$ cat config.mk
export PLATFORM = sky130hd
export DESIGN_NAME = fir_serial_mac
export DESIGN_NICKNAME = d
export VERILOG_FILES = /design/src/rtl/fir_pkg.sv /design/src/rtl/fir_mac_unit.sv /design/src/rtl/fir_serial_mac.sv
export SDC_FILE = /design/constraint.sdc
export NUM_CORES = 1
export LEC_CHECK = 0
export CAP_MARGIN = 20
export CORE_MARGIN = 2
export CORE_UTILIZATION = 26
export DETAILED_ROUTE_END_ITERATION = 7
export PLACE_DENSITY = 0.42
export SYNTH_ARGS = -nofsm -noshare
export SYNTH_HDL_FRONTEND = slang
export SYNTH_HIERARCHICAL = 1
export SYNTH_SLANG_ARGS = --single-unit
export TNS_END_PERCENT = 50
$ cat constraint.sdc
create_clock -name CLK -period 7 [get_ports CLK]
set_input_delay 0.7 -clock CLK [delete_from_list [all_inputs] [get_ports CLK]]
set_output_delay 0.7 -clock CLK [all_outputs]
set_load 0.01 [all_outputs]
$ cat src/rtl/fir_pkg.sv
// rtl/fir_pkg.sv - shared FSM state type and width helpers for the serial-MAC FIR
// Purpose: state encoding for the FIR control FSM plus constant functions that
//          derive the address, product and accumulator widths from the Q formats.
// Ports:   none (package).
package fir_pkg;

  typedef enum logic {
    ST_IDLE = 1'b0,
    ST_MAC  = 1'b1
  } state_t;

  function automatic int fir_clog2(input int v);
    int r;
    int t;
    r = 0;
    t = v - 1;
    while (t > 0) begin
      r++;
      t = t >> 1;
    end
    return r;
  endfunction

  // Full-precision product width: (WIX+WIC) integer bits, (WFX+WFC) fraction bits.
  function automatic int fir_prod_width(input int wix, input int wfx,
                                        input int wic, input int wfc);
    return wix + wfx + wic + wfc;
  endfunction

  // Accumulator adds clog2(N) guard bits so N worst-case products never wrap.
  function automatic int fir_acc_width(input int wix, input int wfx,
                                       input int wic, input int wfc,
                                       input int n);
    return fir_prod_width(wix, wfx, wic, wfc) + fir_clog2(n);
  endfunction

endpackage

$ cat src/rtl/fir_mac_unit.sv
// rtl/fir_mac_unit.sv - signed multiply-accumulate with clear and enable
// Purpose: one signed multiplier feeding a sign-extended accumulator register.
//          o_sum is the value the accumulator takes on the next enabled edge,
//          so the caller can capture the final sum in the same cycle as the
//          last accumulation.
// Ports:   i_clk, i_rst (async, active-high)
//          i_clear  - zero the accumulator (has priority over i_en)
//          i_en     - accumulate i_a*i_b
//          i_a, i_b - signed operands
//          o_sum    - accumulator + current product (combinational)
module fir_mac_unit #(
  parameter int WA   = 9,
  parameter int WB   = 9,
  parameter int WACC = 20
) (
  input  logic                   i_clk,
  input  logic                   i_rst,
  input  logic                   i_clear,
  input  logic                   i_en,
  input  logic signed [WA-1:0]   i_a,
  input  logic signed [WB-1:0]   i_b,
  output logic signed [WACC-1:0] o_sum
);

  localparam int WP = WA + WB;

  logic signed [WP-1:0]   w_prod;
  logic signed [WACC-1:0] w_prod_ext;
  logic signed [WACC-1:0] r_acc;

  assign w_prod     = i_a * i_b;
  assign w_prod_ext = {{(WACC-WP){w_prod[WP-1]}}, w_prod};
  assign o_sum      = r_acc + w_prod_ext;

  always_ff @(posedge i_clk or posedge i_rst) begin
    if (i_rst) begin
      r_acc <= '0;
    end else if (i_clear) begin
      r_acc <= '0;
    end else if (i_en) begin
      r_acc <= o_sum;
    end
  end

endmodule

$ cat src/rtl/fir_serial_mac.sv
// rtl/fir_serial_mac.sv - N-tap fixed-point FIR sharing one multiply-accumulator
// Purpose: accepts one sample in IDLE, then spends N cycles accumulating
//          x[k]*c[k] at full precision and reduces the sum to Q(WIO).(WFO).
//          Optional macro FIR_SATURATE_EN clamps Y on overflow instead of
//          wrapping; OF flags overflow in both builds.
// Ports:   CLK, RESET (async, active-high)
//          X, X_VALID, X_READY     - sample input handshake
//          C_WE, C_ADDR, C_DATA    - coefficient write port (IDLE only)
//          Y, Y_VALID, OF          - result, one-cycle strobe, overflow flag
module fir_serial_mac
  import fir_pkg::*;
#(
  parameter int WIX = 4,
  parameter int WFX = 5,
  parameter int WIC = 4,
  parameter int WFC = 5,
  parameter int WIO = 8,
  parameter int WFO = 10,
  parameter int N   = 4
) (
  input  logic                         CLK,
  input  logic                         RESET,
  input  logic [WIX+WFX-1:0]           X,
  input  logic                         X_VALID,
  output logic                         X_READY,
  input  logic                         C_WE,
  input  logic [fir_clog2(N)-1:0]      C_ADDR,
  input  logic [WIC+WFC-1:0]           C_DATA,
  output logic [WIO+WFO-1:0]           Y,
  output logic                         Y_VALID,
  output logic                         OF
);

  localparam int CW  = fir_clog2(N);
  localparam int WX  = WIX + WFX;
  localparam int WC  = WIC + WFC;
  localparam int WA  = fir_acc_width(WIX, WFX, WIC, WFC, N);
  localparam int D   = (WFX + WFC) - WFO;   // fraction LSBs dropped
  localparam int WSH = WA - D;              // sum width after truncation
  localparam int WY  = WIO + WFO;
  localparam logic [WY-1:0] Y_MIN = WY'(1) << (WY - 1);
  localparam logic [WY-1:0] Y_MAX = ~Y_MIN;

  state_t r_state;
  state_t w_next_state;

  logic signed [WX-1:0] r_x [N];
  logic signed [WC-1:0] r_c [N];
  logic [CW-1:0]        r_cnt;

  logic                 w_accept;
  logic                 w_mac_en;
  logic                 w_last;
  logic                 w_c_we;
  logic signed [WA-1:0] w_sum;
  logic [WSH-1:0]       w_sh;
  logic [WSH-WY:0]      w_top;
  logic                 w_of;
  logic [WY-1:0]        w_y;

  // FSM state register
  always_ff @(posedge CLK or posedge RESET) begin
    if (RESET) begin
      r_state <= ST_IDLE;
    end else begin
      r_state <= w_next_state;
    end
  end

  // FSM next-state and control decode
  always_comb begin
    w_next_state = r_state;
    X_READY      = 1'b0;
    w_accept     = 1'b0;
    w_mac_en     = 1'b0;
    w_last       = 1'b0;
    w_c_we       = 1'b0;
    case (r_state)
      ST_IDLE: begin
        X_READY = 1'b1;
        w_c_we  = C_WE;
        if (X_VALID) begin
          w_accept     = 1'b1;
          w_next_state = ST_MAC;
        end
      end
      ST_MAC: begin
        w_mac_en = 1'b1;
        if (r_cnt == CW'(N - 1)) begin
          w_last       = 1'b1;
          w_next_state = ST_IDLE;
        end
      end
      default: w_next_state = ST_IDLE;
    endcase
  end

  fir_mac_unit #(
    .WA   (WX),
    .WB   (WC),
    .WACC (WA)
  ) u_mac (
    .i_clk   (CLK),
    .i_rst   (RESET),
    .i_clear (w_accept),
    .i_en    (w_mac_en),
    .i_a     (r_x[r_cnt]),
    .i_b     (r_c[r_cnt]),
    .o_sum   (w_sum)
  );

  // Truncation toward -inf is a plain arithmetic drop of the low bits.
  assign w_sh  = w_sum[WA-1:D];
  // Kept sign bit together with every discarded integer bit above it.
  assign w_top = w_sh[WSH-1:WY-1];
  assign w_of  = ~((&w_top) | ~(|w_top));

`ifdef FIR_SATURATE_EN
  assign w_y = w_of ? (w_sh[WSH-1] ? Y_MIN : Y_MAX) : w_sh[WY-1:0];
`else
  assign w_y = w_sh[WY-1:0];
`endif

  // Delay line, coefficient registers, tap counter and output register
  always_ff @(posedge CLK or posedge RESET) begin
    if (RESET) begin
      for (int k = 0; k < N; k++) begin
        r_x[k] <= '0;
        r_c[k] <= '0;
      end
      r_cnt   <= '0;
      Y       <= '0;
      Y_VALID <= 1'b0;
      OF      <= 1'b0;
    end else begin
      if (w_c_we) begin
        r_c[C_ADDR] <= C_DATA;
      end
      if (w_accept) begin
        r_x[0] <= X;
        for (int k = 1; k < N; k++) begin
          r_x[k] <= r_x[k-1];
        end
        r_cnt <= '0;
      end else if (w_mac_en) begin
        r_cnt <= r_cnt + 1'b1;
      end
      Y_VALID <= w_last;
      if (w_last) begin
        Y  <= w_y;
        OF <= w_of;
      end
    end
  end

endmodule

==> impl_results.md <==
- Status: complete, no violations
- Routed len/inst: approximately 15 um
- Hold path endpoint: r_c[11]
- Mux contribution to synthesized area: 0.178
- # fillers: 3445
- H-tree depth: 4
- Least-Margin Pin Slew: 0.975 ns
- EDFF count, synth: 0
- Netlist cell types: 50
- Layout cell share with drive strength beyond 1: 0.188
- Critical path peak fanout: 11
- Reg2Reg Setup Slack: ~0.53 ns
- Sequential Area: 2880 um^2
- Initial Util: 0.264
- Vias in the first global route: between 5000 and 6000
- Async SR Flop Fraction: 1.00
- DRC errors left: 0
- Area of the core: ~34000 um^2
- Post-CTS Resized: 0
- Total CTS buffers: 17
- Fin area: around 10000 um^2
- Seq/Total Area, Yosys: 0.324
- Setup tns final: 0 ns
- Antenna violations before repair: 0
- I/O pins: 45
- Clock tree sinks: 115
- Number of port buffers: between 40 and 50
- Synth warnings: 6
- Hold_sp: r_c[11]
- Maxcap violations: 0
- Final Hold Viols: 0
- Multi-input logic area: approximately 5300 um^2
- First-pass GRT wire length: approximately 32 mm
- Post-Layout Cell Count: about 1300
- Vias: 5420
- Final setup vio count: 0
- Avg Cell Area, Syn: 11.4 um^2
- Worst-path clk slew: roughly 0.060 ns
- Cells after DPL: approximately 1300
- Synthesis-stage register bit count: roughly 120
- Post-DP HPWL: 14.6 mm
- Slew Viols, Final: 0
- Total track usage: 0.116
- Clock Path Buffers: 2
- Most used cell, CP: fa_1
- Post-synthesis simple-gate area fraction: 0.0844
- Synthesized area: just under 9000 um^2
- GPL Wtd Cong: around 0.80
- Clock skew: between 0.015 and 0.02 ns
- DRT iter0 DRCs: 294
- Crit path time final: 6.47 ns
- Post-Synth Adder-Cell Area: 0.278
- Worst min-delay path category: reg -> reg
- DIE AREA: about 36000 um^2
- Cell Rows: 67
- Final wirelength: 19.2 mm
- Chip width: between 150 and 200 um
- Vias per cell: roughly 4.2
- CP max stage delay: approximately 0.64 ns
- Syn nets: approximately 950
- Rel. slew slack: 0.348
- Worst r2r src: r_cnt[0]
- Final Net Count: 988
- WP data required: between 7 and 8 ns
- CTS hold repair buffers: 0
- WP data arrival: around 6.8 ns
- Crit path capture type: flip-flop
- Antenna viol nets, final: 0
- Overflow after GRT: 0
- Critical R2R Capture: OF
- Final period utilization: 0.924
- Pre-antenna DRT Iters: 4
- Primary FF master, synth: dfrtp_1
- Synth Area in XOR/XNOR: 0.0207
- Core Util, Final: 0.310
- Synth Area in Compound Gates: 0.0378
- Antenna diodes: 0
- Clock Latency Late Sink: around 0.42 ns
- Slowest CP cell: mux4_2
- Placement Cell Area: roughly 9800 um^2
- Crit Path Category: reg -> reg
- Peak Freq: between 0.15 and 0.2 GHz
- CP Launch Type: flip-flop
- Min-Delay Path Depth: 1
- Die Ht: around 190 um
- Layout area overhead: 17.4%
- Clock root cell: clkbuf_16
- R2r worst-path depth: 20
- CTS tree: built
- Unrepaired setup endpoints after global routing: no
- Post-CTS setup buffer count: 0
- Largest family of logic cells by synthesized area: adder cells
- Critical-path cell list: buf_12 -> mux4_2 -> nand2_1 -> fa_1 -> inv_1 -> fa_1 -> fa_1 -> fa_1 -> inv_1 -> fa_1 -> inv_1 -> ha_1 -> a21oi_1 -> o21ai_0 -> a21oi_1 -> nand2_1 -> o31a_1 -> xnor2_1 -> and3_1 -> o31ai_1
- Largest net degree at the start of global routing: 61
- Post-Synthesis Cells: about 800
[critical path, delay by kind of cell (launching register included)]
kind                       cells  cell delay (ns)
adders and majority gates      6             2.88
buffers and inverters          4             0.52
xor gates and xnor gates       1             0.15
muxes                          1             0.64
DFF                            1             0.56
and+or+nand+nor                3             0.47
AOI/OAI and AO/OA              5             1.14
[Yosys cell counts, types with 2 or more instances]
master      n  area [um^2]
clkbuf_1   16         60.1
nand3b_1    2         15.0
o31a_1      2         17.5
ha_1       53          663
nand4_1     3         18.8
nand4b_1    2         17.5
dfrtp_1   115         2880
a21o_1      3         22.5
and4bb_2    2         25.0
mux2_2     92         1040
nand2_1    64          240
nand2b_1    5         31.3
mux2i_1    14          140
a22o_1      2         17.5
and2_1     25          156
o21a_1      2         15.0
fa_1       90         1800
mux4_2     18          405
inv_1     147          552
xor2_1      7         61.3
nor2b_1    10         62.6
buf_1       2         7.51
a21oi_1    15         75.1
nor2_1     30          113
xnor2_1    14          123
buf_2      10         50.1
o21ai_0    13         65.1
[final cells by class]
cell class | count | share of cell area
clock inverter | 11 | 0.0146
sequential | 115 | 0.276
clock buffer | 20 | 0.0438
multi-input combinational | 489 | 0.510
timing repair buffer | 51 | 0.0485
inverter | 147 | 0.0532
tap | 448 | 0.0538
[sequential cells by signal, indices dropped and copies added (netlist names)]
register / count
r_c: 36
r_x: 36
u_mac/r_acc: 20
Y: 18
r_cnt: 2
OF: 1
Y_VALID: 1
r_state: 1
[through the flow]
step	hold slack, ns	worst slack (ns)
after CTS	0.504	0.491
after global routing	0.514	0.162
after detailed placement	0.491	0.508
after global placement	0.487	0.579
after floorplan	0.472	0.822
final	0.502	0.531
[worst max-delay path by stage]
stage	slack, ns	start	depth (start not counted)	endpoint
global placement	0.58	r_cnt[0]	20	Y[16]
finish	0.53	r_cnt[0]	20	OF
detailed placement	0.51	r_cnt[0]	20	OF
CTS	0.49	r_cnt[0]	20	OF
floorplan	0.82	r_cnt[0]	22	OF
global route	0.16	r_cnt[0]	20	OF
[cell families after synthesis]
| group | after synthesis |
|---|---|
| and+or+nand+nor | 150 |
| muxes | 124 |
| DFF | 115 |
| AOI/OAI and AO/OA | 51 |
| adders and majority gates | 143 |
| buffers and inverters | 177 |
| xor gates and xnor gates | 21 |
[routing by layer]
layer / vias up / GRT usage / share of wire
li1: 2589 / - / -
met1: 2728 / 0.176 / 0.53
met2: 85 / 0.168 / 0.42
met3: 18 / 0.0203 / 0.034
met4: 0 / 0.0373 / 0.016
met5: - / 0 / 0
[cells in the final DEF (no fill, tap or decap), types with 3 or more instances in the layout]
cell / synthesis / layout
mux4_2: 18 / 18
mux2i_1: 14 / 14
mux2_2: 92 / 92
nand2b_1: 5 / 5
clkbuf_16: 0 / 17
nand4_1: 3 / 3
inv_1: 147 / 146
a21o_1: 3 / 3
xnor2_1: 14 / 14
buf_4: 1 / 6
a21oi_1: 15 / 15
dfrtp_1: 115 / 115
and2_1: 25 / 25
nand2_1: 64 / 64
nor2_1: 30 / 30
xor2_1: 7 / 7
fa_1: 90 / 90
clkinvlp_4: 0 / 3
clkdlybuf4s50_1: 0 / 44
nor2b_1: 10 / 10
bufinv_16: 0 / 3
ha_1: 53 / 53
o21ai_0: 13 / 13
Power is not shown: default switching activity piles up to over one toggle a cycle in this logic, so the estimate is an artifact.
